### src/rtl/enable_div_gen.sv
// Programmable clock-enable divider with continuous and one-shot run modes.
// Optional square-wave output o_sq when ENABLE_DIV_GEN_SQUARE_EN is defined.
module enable_div_gen #(
   parameter int unsigned WIDTH       = 8,
   parameter int unsigned DEFAULT_DIV = 10
) (
   input  logic             clk,
   input  logic             i_arst,
   input  logic             i_sclr,
   input  logic             i_run,
   input  logic             i_mode,
   input  logic             i_div_load,
   input  logic [WIDTH-1:0] i_div,
   output logic             o_en,
   output logic [WIDTH-1:0] o_cnt,
   output logic             o_busy,
`ifdef ENABLE_DIV_GEN_SQUARE_EN
   output logic             o_sq,
`endif
   output logic [WIDTH-1:0] o_div
);

   typedef enum logic [0:0] {StIdle, StRun} state_e;

   localparam logic [WIDTH-1:0] DefDiv = WIDTH'(DEFAULT_DIV);
   localparam logic [WIDTH-1:0] One    = WIDTH'(1);

   state_e           state_q, state_d;
   logic [WIDTH-1:0] cnt_q, cnt_d;
   logic [WIDTH-1:0] div_act_q, div_act_d;
   logic [WIDTH-1:0] div_pend_q, div_pend_d;
   logic             run_prev_q, run_prev_d;
   logic             mode_q, mode_d;

   logic [WIDTH-1:0] div_last;
   logic [WIDTH-1:0] load_val;
   logic [WIDTH-1:0] pend_fwd;
   logic             at_end;
   logic             tick;
   logic             run_rise;

   // Active divisor is never zero: a zero request is stored as 1.
   assign div_last = div_act_q - One;
   assign at_end   = (cnt_q >= div_last);
   assign tick     = (state_q == StRun) && (cnt_q == div_last);
   assign load_val = (i_div == '0) ? One : i_div;
   assign pend_fwd = i_div_load ? load_val : div_pend_q;
   assign run_rise = i_run & ~run_prev_q;

   always_comb begin
      state_d    = state_q;
      cnt_d      = cnt_q;
      div_act_d  = div_act_q;
      div_pend_d = pend_fwd;
      mode_d     = mode_q;
      run_prev_d = i_run;
      if (i_sclr) begin
         state_d    = StIdle;
         cnt_d      = '0;
         div_act_d  = div_pend_q;
         div_pend_d = div_pend_q;
         run_prev_d = 1'b0;
      end else begin
         unique case (state_q)
            StIdle: begin
               // Mode is only latched here; a pending divisor takes effect at once.
               div_act_d = pend_fwd;
               mode_d    = i_mode;
               if (!i_mode && i_run) begin
                  state_d = StRun;
               end else if (i_mode && run_rise) begin
                  state_d = StRun;
                  cnt_d   = '0;
               end
            end
            StRun: begin
               // at_end also catches a count stranded above a shrunken divisor.
               if (at_end) begin
                  cnt_d     = '0;
                  div_act_d = pend_fwd;
               end else begin
                  cnt_d = cnt_q + One;
               end
               if (!mode_q && !i_run) begin
                  state_d = StIdle;
               end else if (mode_q && tick) begin
                  state_d = StIdle;
               end
            end
            default: state_d = StIdle;
         endcase
      end
   end

   always_ff @(posedge clk or posedge i_arst) begin
      if (i_arst) begin
         state_q    <= StIdle;
         cnt_q      <= '0;
         div_act_q  <= DefDiv;
         div_pend_q <= DefDiv;
         run_prev_q <= 1'b0;
         mode_q     <= 1'b0;
      end else begin
         state_q    <= state_d;
         cnt_q      <= cnt_d;
         div_act_q  <= div_act_d;
         div_pend_q <= div_pend_d;
         run_prev_q <= run_prev_d;
         mode_q     <= mode_d;
      end
   end

`ifdef ENABLE_DIV_GEN_SQUARE_EN
   logic sq_q, sq_d;

   always_comb begin
      sq_d = sq_q ^ tick;
      if (i_sclr) begin
         sq_d = 1'b0;
      end
   end

   always_ff @(posedge clk or posedge i_arst) begin
      if (i_arst) begin
         sq_q <= 1'b0;
      end else begin
         sq_q <= sq_d;
      end
   end

   assign o_sq = sq_q;
`endif

   assign o_en   = tick;
   assign o_cnt  = cnt_q;
   assign o_busy = (state_q == StRun);
   assign o_div  = div_act_q;

endmodule

### config.mk
export PLATFORM = sky130hd
export DESIGN_NAME = enable_div_gen
export DESIGN_NICKNAME = d
export VERILOG_FILES = /design/src/rtl/enable_div_gen.sv
export SDC_FILE = /design/constraint.sdc
export NUM_CORES = 1
export LEC_CHECK = 0
export CAP_MARGIN = 40
export CORE_ASPECT_RATIO = 1.5
export CORE_MARGIN = 4
export CORE_UTILIZATION = 61
export CTS_BUF_LIST = sky130_fd_sc_hd__clkbuf_4
export CTS_CLUSTER_DIAMETER = 80
export DETAILED_ROUTE_END_ITERATION = 10
export DONT_BUFFER_PORTS = 1
export PLACE_DENSITY = 0.81
export SYNTH_ARGS = -nofsm -noshare
export SYNTH_HDL_FRONTEND = slang
export SYNTH_SLANG_ARGS = --single-unit
### constraint.sdc
create_clock -name clk -period 3.02 [get_ports clk]
set_input_delay 0.604 -clock clk [delete_from_list [all_inputs] [get_ports clk]]
set_output_delay 0.604 -clock clk [all_outputs]
set_load 0.01 [all_outputs]
# Word level (Yosys, flattened, before mapping)
# Cells that the tools add are included.
# op_classes
muxes	17
bitwise_logic	4
reduce_logical	11
eq_ne	4
n_lt_le_gt_ge	1
n_addsub	2
# op_table
op	n
$mux W8	8
$pmux W8 S2	2
$add A8 B1 Y8 const B	1
$eq A8 B8 Y1	1
$ge A8 B8 Y1	1
$logic_not A8 Y1	1
$sub A8 B1 Y8 const B	1
$mux W1	6
$ne A3 B3 Y1 const B	2
$logic_and A1 B1 Y1	5
$reduce_and A2 Y1	2
$logic_not A1 Y1	3
$ne A3 B2 Y1 const B	1
$not A1 Y1	3
$pmux W1 S2	1
$and A1 B1 Y1	1
# totals
output_inout_bits	18
elab_cells	45
register_bits	27
input_bits	14

# Logic depth before layout (Yosys ltp)
# Gate-level depths: netlist of run 1.
# logic_depth
ltp_word	8
depth_mapped	10
mapped_depth_nobuf	10

# Worst setup path after synthesis of run 1
# OpenSTA, ideal clock, no wires.
# synth_path
path_kind	reg2reg
start	register div_act_q[2] (netlist: o_div[2])
end	register div_act_q[0] (netlist: o_div[0])
setup_ns	0.125
required_ns	2.895
slack_ns	0.550
path_stages_with_launch	10
n_path_buf	1
synth_period_minus_slack_ns	2.470
arrival_time_ns	2.345
path_cell_list	dfrtp_1 > nor2_1 > nor4b_1 > xnor2_1 > ha_1 > nand4_1 > a221oi_4 > or2_1 > buf_6 > mux2_4
# synth_via
elab_chain_len	3
# synth_lines
item	line_no	text
start: declaration	30	logic [WIDTH-1:0] div_act_q, div_act_d;
start signal: assignment	99	div_act_q <= DefDiv;
start signal: assignment	106	div_act_q <= div_act_d;
$sub A8 B1 Y8	43	assign div_last = div_act_q - One;
$ge A8 B8 Y1	44	assign at_end = (cnt_q >= div_last);
$ne A3 B2 Y1 (no source line)	--	
# No other way between the ends.
# A chain may end at the register's enable or synchronous reset.

# Final worst setup path of run 1
# layout_path
start	register div_act_q[2] (netlist: o_div[2])
end	output o_en
# layout_via
elab_chain_len	3
# layout_lines
item	line_no	text
$sub A8 B1 Y8	43	
$eq A8 B8 Y1	45	assign tick = (state_q == StRun) && (cnt_q == div_last);
$logic_and A1 B1 Y1	45	
end: declaration	14	output logic o_en,
# No other way between the ends.

==> results of run 1 <==
[through the flow]
step,TNS [ps],area (um^2),power [mW]
after floorplan,0,1565,0.6129
after global placement,0,1580,0.6419
after detailed placement,0,1608,0.6600
after CTS,0,1648,0.8193
after global routing,-14.33,1673,0.8767
final,0,1673,0.8317
[logic make-up (layout without fill, tap and decap cells)]
kind of cell | after synthesis | in the layout | share of synthesized area, %
compound gates | 22 | 22 | 12.39
xor+xnor | 6 | 6 | 3.358
fa+ha+maj | 10 | 10 | 7.994
buf+inv | 9 | 13 | 3.118
flops | 27 | 27 | 43.49
mux | 16 | 16 | 13.43
simple gates | 48 | 48 | 16.23
[worst max-delay path, stage by stage, from the launching register on]
cell                      delay (ps)
sky130_fd_sc_hd__dfrtp_2         510
sky130_fd_sc_hd__nor2_1          200
sky130_fd_sc_hd__nor4b_4         260
sky130_fd_sc_hd__xnor2_1         100
sky130_fd_sc_hd__ha_1            340
sky130_fd_sc_hd__nand4_1         190
sky130_fd_sc_hd__nor2_2          160
sky130_fd_sc_hd__and2_2          190
[layer usage]
| metal | part of all wire [%] | track usage (%) |
|---|---|---|
| met5 | 0 | 0 |
| met4 | 1.8 | 10.13 |
| met3 | 4.8 | 5.330 |
| met2 | 56 | 38.21 |
| met1 | 37 | 18.92 |
[sequential cells by signal, summed over array words and instances (netlist names)]
name / count
div_pend_q: 8
o_cnt: 8
o_div: 8
mode_q: 1
o_busy: 1
run_prev_q: 1
[worst max path at each step]
stage / start / endpoint / depth (start not counted)
after global routing: o_div[2] / o_en / 7
after floorplan: o_div[2] / o_div[0] / 9
final: o_div[2] / o_en / 7
after CTS: o_div[5] / o_en / 7
after detailed placement: o_div[2] / o_div[5] / 9
after global placement: o_div[5] / o_div[4] / 9
[area by class of cell]
type | instances | area, um^2
Clock buffer | 3 | 22.52
Clock inverter | 1 | 5.005
Fill cell | 177 | 777.0
Inverter | 7 | 26.28
Multi-Input combinational cell | 102 | 868.3
Sequential cell | 27 | 685.7
Tap cell | 24 | 30.03
Timing Repair Buffer | 2 | 35.03
[repair_timing]
item / 4_1_cts / 5_1_grt
buffers inserted: 0 / 0
hold buffers: 0 / 0
setup endpoints to repair: 1 / 1
gates resized for setup: 2 / 7
pin swaps: 0 / 1
[cell usage in the layout (no fill, tap or decap), types with 2 or more instances in the layout]
master and instances:
sky130_fd_sc_hd__nand3_1 2, sky130_fd_sc_hd__nor2_1 6, sky130_fd_sc_hd__mux2_4 8, sky130_fd_sc_hd__dfstp_2 4
sky130_fd_sc_hd__o21ai_0 5, sky130_fd_sc_hd__dfrtp_1 19, sky130_fd_sc_hd__nor2b_1 2, sky130_fd_sc_hd__xnor2_1 3
sky130_fd_sc_hd__clkbuf_4 3, sky130_fd_sc_hd__a21oi_1 3, sky130_fd_sc_hd__nand2_1 14, sky130_fd_sc_hd__mux2_2 8
sky130_fd_sc_hd__or3_1 2, sky130_fd_sc_hd__o21ai_2 2, sky130_fd_sc_hd__xor2_1 3, sky130_fd_sc_hd__inv_1 7
sky130_fd_sc_hd__a221o_1 3, sky130_fd_sc_hd__nand4_1 2, sky130_fd_sc_hd__ha_1 10, sky130_fd_sc_hd__nor3_1 7
sky130_fd_sc_hd__dfrtp_2 4
[power groups by stage]
| stage | Sequential, mW | Clock [mW] | Combinational, mW |
|---|---|---|---|
| 2_1_floorplan | 0.456 | 0 | 0.157 |
| 3_3_place_gp | 0.469 | 0 | 0.173 |
| 3_5_place_dp | 0.471 | 0 | 0.189 |
| 4_1_cts | 0.467 | 0.162 | 0.190 |
| 5_1_grt | 0.482 | 0.179 | 0.215 |
| 6_report | 0.476 | 0.162 | 0.194 |
==> impl_metrics.xml, run 1 <==
<?xml version="1.0" encoding="UTF-8"?>
<metrics>
  <group name="die">
    <metric name="die_w" unit="um">49.36</metric>
    <metric name="ios" unit="">32</metric>
    <metric name="placementRows" unit="">22</metric>
    <metric name="initial_core_util" unit="%">63.89</metric>
    <metric name="chipHeight" unit="um">70.04</metric>
    <metric name="design.die.area" unit="um^2">3457</metric>
    <metric name="placeable_core_area" unit="um^2">2450</metric>
  </group>
  <group name="sta">
    <metric name="setup_violations" unit="">0</metric>
    <metric name="final-hold-violation-count" unit="">0</metric>
    <metric name="worst_pin_slew" unit="ps">689.4</metric>
    <metric name="fin_worst_hold_slack" unit="ps">122.9</metric>
    <metric name="final_min_period_over_clock_period" unit="%">95.82</metric>
    <metric name="slew_headroom" unit="%">54.04</metric>
    <metric name="maxClockFrequency" unit="MHz">345.6</metric>
    <metric name="period_needed" unit="ps">2894</metric>
    <metric name="drv_slew" unit="">0</metric>
    <metric name="finalClockSkew" unit="ps">5.898</metric>
    <metric name="timing.final.ws_setup" unit="ps">126.1</metric>
  </group>
  <group name="final_layout">
    <metric name="finalCoreUtilization" unit="%">68.28</metric>
    <metric name="finish.net_count" unit="">167</metric>
    <metric name="n_antenna_cell" unit="">0</metric>
    <metric name="syn2layout_area_growth" unit="%">6.874</metric>
    <metric name="post_layout_nonfiller_instances" unit="">166</metric>
    <metric name="layout-drive-gt1-share" unit="%">29.58</metric>
  </group>
  <group name="synth">
    <metric name="synth_edf_count" unit="">0</metric>
    <metric name="yosys.area.top_type" unit="">sky130_fd_sc_hd__dfrtp_1</metric>
    <metric name="synthesis.area" unit="um^2">1565</metric>
    <metric name="yosysTopAreaCellShare" unit="%">36.77</metric>
    <metric name="avgSynthCellArea" unit="um^2">11.34</metric>
    <metric name="yosysMostFrequentCell" unit="">sky130_fd_sc_hd__dfrtp_1</metric>
    <metric name="synth_top_cells_by_count" unit="">sky130_fd_sc_hd__dfrtp_1 (23), sky130_fd_sc_hd__nand2_1 (14), sky130_fd_sc_hd__ha_1 (10)</metric>
    <metric name="async_flop_share" unit="%">100.0</metric>
    <metric name="yosys_most_used_dff" unit="">sky130_fd_sc_hd__dfrtp_1</metric>
    <metric name="synth-seq-cells" unit="">27</metric>
    <metric name="top_cells_by_area_in_the_synthesized_netlist" unit="">sky130_fd_sc_hd__dfrtp_1 (37%), sky130_fd_sc_hd__ha_1 (8.0%), sky130_fd_sc_hd__mux2_4 (7.7%), sky130_fd_sc_hd__dfstp_2 (6.7%), sky130_fd_sc_hd__mux2_2 (5.8%)</metric>
    <metric name="synth.yosys.seq_area_share" unit="%">43.49</metric>
    <metric name="synth.yosys.warnings" unit="">0</metric>
    <metric name="synthesis.nets" unit="">162</metric>
    <metric name="postSynthCellCount" unit="">138</metric>
    <metric name="netlist-cell-type-count" unit="">39</metric>
  </group>
  <group name="routing">
    <metric name="vias_per_cell" unit="">6.355</metric>
    <metric name="drt_wl_total" unit="um">3204</metric>
    <metric name="first_pass_iters" unit="">4</metric>
    <metric name="remaining_drc_errors" unit="">0</metric>
    <metric name="wl_per_cell" unit="um">19.30</metric>
    <metric name="detailroute.via_count" unit="">1055</metric>
    <metric name="drt-initial-drc-count" unit="">42</metric>
    <metric name="detail-route-antenna-nets" unit="">0</metric>
  </group>
  <group name="power">
    <metric name="power.internal" unit="mW">0.5605</metric>
    <metric name="pwr-share-seq" unit="%">57.2</metric>
    <metric name="power.leakage" unit="nW">0.7371</metric>
    <metric name="total_power_per_unit_cell_area" unit="nW/um^2">497.2</metric>
    <metric name="peakVddDrop" unit="mV">0.4414</metric>
    <metric name="fraction_of_power_consumed_by_the_clock_network" unit="%">19.5</metric>
    <metric name="power_switching_share" unit="%">32.61</metric>
    <metric name="comb_power_share" unit="%">23.3</metric>
    <metric name="switchingPower" unit="mW">0.2712</metric>
  </group>
  <group name="critical_path">
    <metric name="crit_arrival" unit="ps">2290</metric>
    <metric name="crit_type" unit="">register to output port</metric>
    <metric name="worstPathRequired" unit="ps">2420</metric>
    <metric name="critPathCaptureType" unit="">output port</metric>
    <metric name="r2r_setup_slack" unit="ps">280</metric>
    <metric name="rr_endpoint" unit="">o_div[7]</metric>
    <metric name="startpoint_type" unit="">register</metric>
    <metric name="critical_path.reg2reg.startpoint" unit="">o_div[2]</metric>
    <metric name="crit_fanout" unit="">6</metric>
    <metric name="reg2regPathDepth" unit="">9</metric>
  </group>
  <group name="clocking">
    <metric name="ctsHtreeMaxLevel" unit="">1</metric>
    <metric name="cts_tree" unit="">yes</metric>
    <metric name="cts-buffers-inserted" unit="">3</metric>
    <metric name="clock_tree.buffer_depth" unit="">2</metric>
    <metric name="cts_sinks" unit="">27</metric>
    <metric name="cell_chosen_for_the_clock_root" unit="">sky130_fd_sc_hd__clkbuf_4</metric>
    <metric name="clk_transition_reported_paths" unit="ps">150</metric>
    <metric name="insertion_delay" unit="ps">340</metric>
  </group>
  <group name="job">
    <metric name="max-cap-violations" unit="">0</metric>
  </group>
  <group name="placed_design">
    <metric name="final_estimated_routing_congestion_in_global_placement" unit="">0.8158</metric>
    <metric name="placement_setup_slack" unit="ps">181.7</metric>
    <metric name="detailed_place_hpwl" unit="um">2501</metric>
    <metric name="io_buffer_count" unit="">0</metric>
    <metric name="placed_cells_incl_taps" unit="">162</metric>
  </group>
  <group name="hold_path">
    <metric name="min-delay-path-class" unit="">primary input to asynchronous set/reset pin</metric>
  </group>
  <group name="global_route">
    <metric name="grt_antenna_before_repair" unit="">0</metric>
    <metric name="grt_max_degree" unit="">20</metric>
    <metric name="global_route.overflow_total" unit="">0</metric>
    <metric name="grt_first_pass_wirelength" unit="um">5264</metric>
    <metric name="grt_pass1_vias" unit="">1130</metric>
    <metric name="grt.total_usage" unit="%">20.10</metric>
  </group>
  <group name="outcome">
    <metric name="run_status" unit="">finished, final reports clean</metric>
  </group>
</metrics>
Note: power is estimated with default switching activity, not from simulation.
==> run 2: changes to the inputs <==
Settings changed: CELL_PAD_IN_SITES_DETAIL_PLACEMENT set to 0, CELL_PAD_IN_SITES_GLOBAL_PLACEMENT set to 1, CORE_UTILIZATION 61 to 51, PLACE_DENSITY 0.81 to 0.85.
==> run 2 against run 1 <==
  * Sequential power is 1% lower
  * Highest routed layer unchanged
  * Largest power group unchanged
  * Power is 1.1% lower
  * Clock skew is 3.2 ps lower
  * Die area is 17% higher
==> impl_metrics.xml, run 2 (same netlist as run 1, synthesis figures left out) <==
<?xml version="1.0" encoding="UTF-8"?>
<metrics>
  <group name="sta">
    <metric name="finalClockSkew" unit="ps">2.692</metric>
    <metric name="drv_slew" unit="">0</metric>
    <metric name="worst_pin_slew" unit="ps">641.3</metric>
    <metric name="slew_headroom" unit="%">57.25</metric>
    <metric name="timing.final.ws_setup" unit="ps">164.6</metric>
    <metric name="fin_worst_hold_slack" unit="ps">156.7</metric>
    <metric name="setup-tns-final" unit="ps">0</metric>
    <metric name="rsz0062_at_grt" unit="">false</metric>
    <metric name="setup_violations" unit="">0</metric>
    <metric name="maxClockFrequency" unit="MHz">350.2</metric>
    <metric name="final_min_period_over_clock_period" unit="%">94.55</metric>
    <metric name="final-hold-violation-count" unit="">0</metric>
    <metric name="period_needed" unit="ps">2855</metric>
  </group>
  <group name="global_route">
    <metric name="grt_first_pass_wirelength" unit="um">5326</metric>
    <metric name="grt_max_degree" unit="">19</metric>
    <metric name="global_route.overflow_total" unit="">0</metric>
    <metric name="grt.total_usage" unit="%">18.26</metric>
    <metric name="grt_pass1_vias" unit="">1142</metric>
    <metric name="grt_antenna_before_repair" unit="">0</metric>
  </group>
  <group name="clocking">
    <metric name="cts_hold_buffers" unit="">0</metric>
    <metric name="clk_transition_reported_paths" unit="ps">140</metric>
    <metric name="cts_tree" unit="">yes</metric>
    <metric name="insertion_delay" unit="ps">320</metric>
    <metric name="clock_tree.buffer_depth" unit="">2</metric>
    <metric name="cell_chosen_for_the_clock_root" unit="">sky130_fd_sc_hd__clkbuf_4</metric>
    <metric name="post_cts.resized_instances" unit="">0</metric>
    <metric name="cts_sinks" unit="">27</metric>
    <metric name="cts-buffers-inserted" unit="">3</metric>
    <metric name="ctsHtreeMaxLevel" unit="">1</metric>
    <metric name="post_cts_buffers" unit="">0</metric>
  </group>
  <group name="routing">
    <metric name="vias_per_cell" unit="">5.890</metric>
    <metric name="remaining_drc_errors" unit="">0</metric>
    <metric name="detailroute.via_count" unit="">1066</metric>
    <metric name="drt-initial-drc-count" unit="">16</metric>
    <metric name="wl_per_cell" unit="um">17.30</metric>
    <metric name="detail-route-antenna-nets" unit="">0</metric>
    <metric name="first_pass_iters" unit="">4</metric>
    <metric name="drt_wl_total" unit="um">3131</metric>
  </group>
  <group name="critical_path">
    <metric name="reg2regPathDepth" unit="">9</metric>
    <metric name="critPathCaptureType" unit="">output port</metric>
    <metric name="startpoint_type" unit="">register</metric>
    <metric name="worstPathRequired" unit="ps">2420</metric>
    <metric name="crit_type" unit="">register to output port</metric>
    <metric name="crit_arrival" unit="ps">2250</metric>
    <metric name="crit_fanout" unit="">5</metric>
    <metric name="r2r_setup_slack" unit="ps">310</metric>
  </group>
  <group name="die">
    <metric name="placeable_core_area" unit="um^2">2943</metric>
    <metric name="initial_core_util" unit="%">53.19</metric>
    <metric name="chipHeight" unit="um">75.85</metric>
    <metric name="design.die.area" unit="um^2">4038</metric>
    <metric name="ios" unit="">32</metric>
    <metric name="placementRows" unit="">24</metric>
    <metric name="die_w" unit="um">53.24</metric>
  </group>
  <group name="placed_design">
    <metric name="detailed_place_hpwl" unit="um">2454</metric>
    <metric name="placement_setup_slack" unit="ps">291.5</metric>
    <metric name="final_estimated_routing_congestion_in_global_placement" unit="">0.7513</metric>
    <metric name="io_buffer_count" unit="">0</metric>
  </group>
  <group name="final_layout">
    <metric name="finalCoreUtilization" unit="%">56.85</metric>
    <metric name="syn2layout_area_growth" unit="%">6.874</metric>
    <metric name="finish.net_count" unit="">167</metric>
    <metric name="layout_commonest_cell" unit="">sky130_fd_sc_hd__dfrtp_1</metric>
    <metric name="layout-drive-gt1-share" unit="%">27.46</metric>
    <metric name="layout_common_cells" unit="">sky130_fd_sc_hd__dfrtp_1 (22), sky130_fd_sc_hd__nand2_1 (14), sky130_fd_sc_hd__ha_1 (10)</metric>
    <metric name="n_antenna_cell" unit="">0</metric>
  </group>
  <group name="power">
    <metric name="fraction_of_power_consumed_by_the_clock_network" unit="%">20.0</metric>
    <metric name="peakVddDrop" unit="mV">0.3858</metric>
    <metric name="power.internal" unit="mW">0.5669</metric>
    <metric name="total_power" unit="mW">0.8225</metric>
    <metric name="power_switching_share" unit="%">31.07</metric>
    <metric name="power.leakage" unit="nW">0.7360</metric>
    <metric name="comb_power_share" unit="%">23.0</metric>
    <metric name="switchingPower" unit="mW">0.2556</metric>
    <metric name="pwr-share-seq" unit="%">57.0</metric>
    <metric name="total_power_per_unit_cell_area" unit="nW/um^2">491.7</metric>
  </group>
  <group name="outcome">
    <metric name="run_status" unit="">finished, final reports clean</metric>
  </group>
  <group name="job">
    <metric name="max-cap-violations" unit="">0</metric>
  </group>
  <group name="hold_path">
    <metric name="min-delay-path-class" unit="">primary input to asynchronous set/reset pin</metric>
  </group>
</metrics>
## run 2: cell types whose count changed in the layout (fill, tap and decap cells not counted), sizes merged
| cell | previous run | this run |
|---|---|---|
| clkbuf | 3 | 4 |
| clkinv | 1 | 0 |
## run 2: critical path, stage by stage (launching register included)
cell                      delay [ps]
sky130_fd_sc_hd__dfstp_2         650
sky130_fd_sc_hd__nor2_1           90
sky130_fd_sc_hd__nor4b_2         160
sky130_fd_sc_hd__xnor2_1         150
sky130_fd_sc_hd__ha_1            340
sky130_fd_sc_hd__nand4_1         190
sky130_fd_sc_hd__nor2_2          160
sky130_fd_sc_hd__and2_2          190
## run 2: power groups by stage
stage | clock network [mW] | registers (mW) | logic, mW
detailed placement | 0 | 0.472 | 0.189
floorplan | 0 | 0.456 | 0.157
global placement | 0 | 0.470 | 0.173
CTS | 0.171 | 0.466 | 0.190
global route | 0.185 | 0.477 | 0.210
finish | 0.165 | 0.469 | 0.189
## run 2: per-layer routing
| layer | vias to the layer above | GRT usage [%] | routed length, um |
|---|---|---|---|
| li1 | 505 | - | - |
| met1 | 527 | 19.70 | 1143 |
| met2 | 29 | 33.42 | 1718 |
| met3 | 5 | 4.697 | 219 |
| met4 | 0 | 6.818 | 50 |
| met5 | - | 0 | 0 |
## run 2: through the flow
step                      std cells  area (um^2)
after floorplan                 138         1565
after global placement          176         1599
after detailed placement        177         1627
after CTS                       181         1657
after global routing            181         1673
final                           181         1673
## run 2: final timing paths
kind / end / start
max in group asynchronous: o_div[1] / i_arst
hold / removal: o_cnt[0] / i_arst
setup reg to reg: o_div[0] / o_div[3]
hold reg to reg: div_pend_q[7] / div_pend_q[7]
setup / recovery: o_en / o_div[3]
min in group clk: o_busy / i_sclr
## run 2: final cells by class
type / instances / area, um^2
Clock buffer: 4 / 30.03
Inverter: 7 / 26.28
Tap cell: 39 / 48.80
Timing Repair Buffer: 2 / 35.03
Fill cell: 285 / 1270
Sequential cell: 27 / 681.9
Multi-Input combinational cell: 102 / 850.8
==> run 3: changes to the inputs <==
Settings changed: CTS_CLUSTER_SIZE set to 20.
==> results of run 3 <==
No change in the layout: final DEF, timing and power equal those of run 2.
==> edit, RTL diff (flow settings as in run 2) <==
Set the parameter `WIDTH` to 10 (it was 8).
--- a/src/rtl/enable_div_gen.sv
+++ b/src/rtl/enable_div_gen.sv
@@ -1,7 +1,7 @@
 // Programmable clock-enable divider with continuous and one-shot run modes.
 // Optional square-wave output o_sq when ENABLE_DIV_GEN_SQUARE_EN is defined.
 module enable_div_gen #(
-   parameter int unsigned WIDTH       = 8,
+   parameter int unsigned WIDTH       = 10,
    parameter int unsigned DEFAULT_DIV = 10
 ) (
    input  logic             clk,
Interface: changed (resized i_div, o_cnt and o_div); port bits go from 32 to 38. No check against the original RTL was run, so the function may have changed too.
==> edit against run 2 <==
The run now ends with negative setup slack left. Largest power group unchanged. Sequential cell count increased by 6. Clock power up 100%. Routed wire length grew 25%. Synthesized area up 18%. Core utilization grew 3.0 points. Sequential share of layout area down 0.50 points. Largest cell class unchanged. Design area increased by 23%. Power grew 35%. Setup slack worse by 180 ps.
==> edit: results (changes against run 2) <==
Worst Skew: 9.68 ps (was 2.69 ps)
PortBufs: 0 (unchanged)
reg-to-reg slack, setup: 140 ps (was 310 ps)
crit-path leading delay family: simple AND/OR/NAND/NOR gates (unchanged)
CTS Buf Count: 5 (was 3)
layout cell share with drive strength beyond 1: 26.5% (was 27.5%)
async set or reset register ratio after synthesis: 100% (unchanged)
DR vias: 1,364 (was 1,066)
GR Util met2: 35.1% (was 33.4%)
Placer Congestion: 0.783 (was 0.751)
clock latency on the worst-skew pair: 330 ps
post-place setup slack: 89.0 ps (was 291 ps)
Final HPWL DP: 2970 um (was 2450 um)
grt total ovfl: 0 (unchanged)
Setup violations, final: 1 (was 0)
Tot GR Track Use: 19.0% (was 18.3%)
failing checks: negative setup slack
Initial DRC Count: 23 (was 16)
CP peak stage delay: 420 ps (was 650 ps)
fin nets: 212 (was 167)
Root Driver: clkbuf_4 (unchanged)
status: complete, but fails checks (was complete, no violations)
Synth warnings: 0 (unchanged)
CP arrival: 2430 ps (was 2250 ps)
Synth cell types: 39 (unchanged)
antenna violations before repair: 0 (unchanged)
ANT cells: 0 (unchanged)
crit path max fanout: 2 (was 5)
LEAKAGE: 0.000857 uW (was 0.000736 uW)
dominant cells by area after synthesis: dfrtp_1 39%, mux2_2 11%, ha_1 8.1% (was dfrtp_1 37%, ha_1 8.0%, mux2_4 7.7%)
Placed Instances: 217 (was 177)
critical path's slowest cell: dfrtp_1 (was dfstp_2)
largest net degree at the start of global routing: 34 (was 19)
met3 global-route usage: 6.92% (was 4.70%)
Post-Syn Instances: 171 (was 138)
Hold Crit Class: in -> async (unchanged)
TritonRoute pass-1 iters: 4 (unchanged)
syn_nets: 199 (was 162)
via density per instance: 6.01 (was 5.89)
sequential-to-total area share from yosys stat: 45.0% (was 43.5%)
worst-margin pin slew: 515 ps (was 641 ps)
maximum VDD drop: 0.334 mV (was 0.386 mV)
grt met1 use: 19.0% (was 19.7%)
H-tree depth: 2 (was 1)
CTS clk-pin slew, worst paths: 100 ps (was 140 ps)
WL per Instance: 17.2 um (was 17.3 um)
Clock Path Buffers: 2 (unchanged)
Worst Slack Setup Final: -17.3 ps (was 165 ps)
number of global-route vias before repair: 1,530 (was 1,142)
most frequent cells after synthesis: 29 x dfrtp_1, 18 x mux2_2, 16 x nand2_1 (was 23 x dfrtp_1, 14 x nand2_1, 10 x ha_1)
Internal Pwr Total: 790 uW (was 567 uW)
first-pass GRT wire length: 6840 um (was 5330 um)
edit: changes by cell type after synthesis, moves of 4 or more:
cell / before / now
mux2_2: 8 / 18
dfrtp_1: 23 / 29
mux2_4: 8 / 2
a31oi_1: 0 / 5
nand3_1: 2 / 7
nand2b_1: 1 / 5
edit: power groups by stage:
| stage | Combinational [uW] | Sequential (uW) | Clock (uW) |
|---|---|---|---|
| after floorplan | 160 | 554 | 0 |
| after global placement | 205 | 557 | 0 |
| after detailed placement | 215 | 560 | 0 |
| after CTS | 222 | 557 | 339 |
| after global routing | 253 | 564 | 366 |
| final | 220 | 556 | 332 |
edit: path summary, 6_finish.rpt:
check                         startpoint       endpoint  cells after the start
max in group asynchronous         i_arst  div_pend_q[1]                      2
min                               i_arst       o_cnt[1]                      2
min in group clk                  i_sclr     run_prev_q                      1
max reg2reg                     o_div[5]       o_div[4]                     12
min reg2reg                div_pend_q[5]  div_pend_q[5]                      1
max                             o_div[5]           o_en                      9
edit: routing by layer:
metal	up-vias	wire length (um)
met5	-	0
met4	0	57
met3	6	247
met2	38	2130
met1	681	1470
li1	639	-
edit: logic make-up (layout without fill, tap and decap cells):
family / Yosys count / in the layout / synth area share [%]
XOR/XNOR: 10 / 10 / 4.74
AO/OA/AOI/OAI: 27 / 27 / 9.96
multiplexers: 21 / 21 / 13.1
buffers and inverters: 13 / 27 / 3.12
AND/OR/NAND/NOR: 55 / 55 / 15.9
flip-flops: 33 / 33 / 45.0
adder cells (fa/ha/maj): 12 / 12 / 8.13
edit: worst register-to-register path, delay by kind of cell (launching register included):
family / cells / cell delay, ps
AO/OA/AOI/OAI: 1 / 110
XOR/XNOR: 1 / 80
adder cells (fa/ha/maj): 1 / 290
buffers and inverters: 1 / 170
flip-flops: 1 / 420
multiplexers: 1 / 360
AND/OR/NAND/NOR: 7 / 1360
edit: final cells by class:
cell class	count	area, um2
tap	42	52.6
fill	316	1390
clock inverter	2	33.8
timing repair buffer	10	75.1
clock buffer	6	45.0
multi-input combinational	125	992
inverter	9	33.8
sequential	33	831
edit: metrics by stage:
step / hold WS [ps] / total power [uW] / setup TNS, ps / instance area [um2]
floorplan: 458 / 714 / 0 / 1850
global placement: 476 / 762 / 0 / 1940
detailed placement: 486 / 775 / 0 / 1940
CTS: 236 / 1120 / -28.6 / 2050
global route: 239 / 1180 / -418 / 2060
finish: 232 / 1110 / -17.3 / 2060
edit: what timing repair did:
item,in CTS,in global routing
hold buffers,0,0
cloned,0,0
resized for setup,4,1
endpoints found under the setup margin,1,11
pin swaps,3,0
endpoints found under the hold margin,0,0
setup buffers,2,0
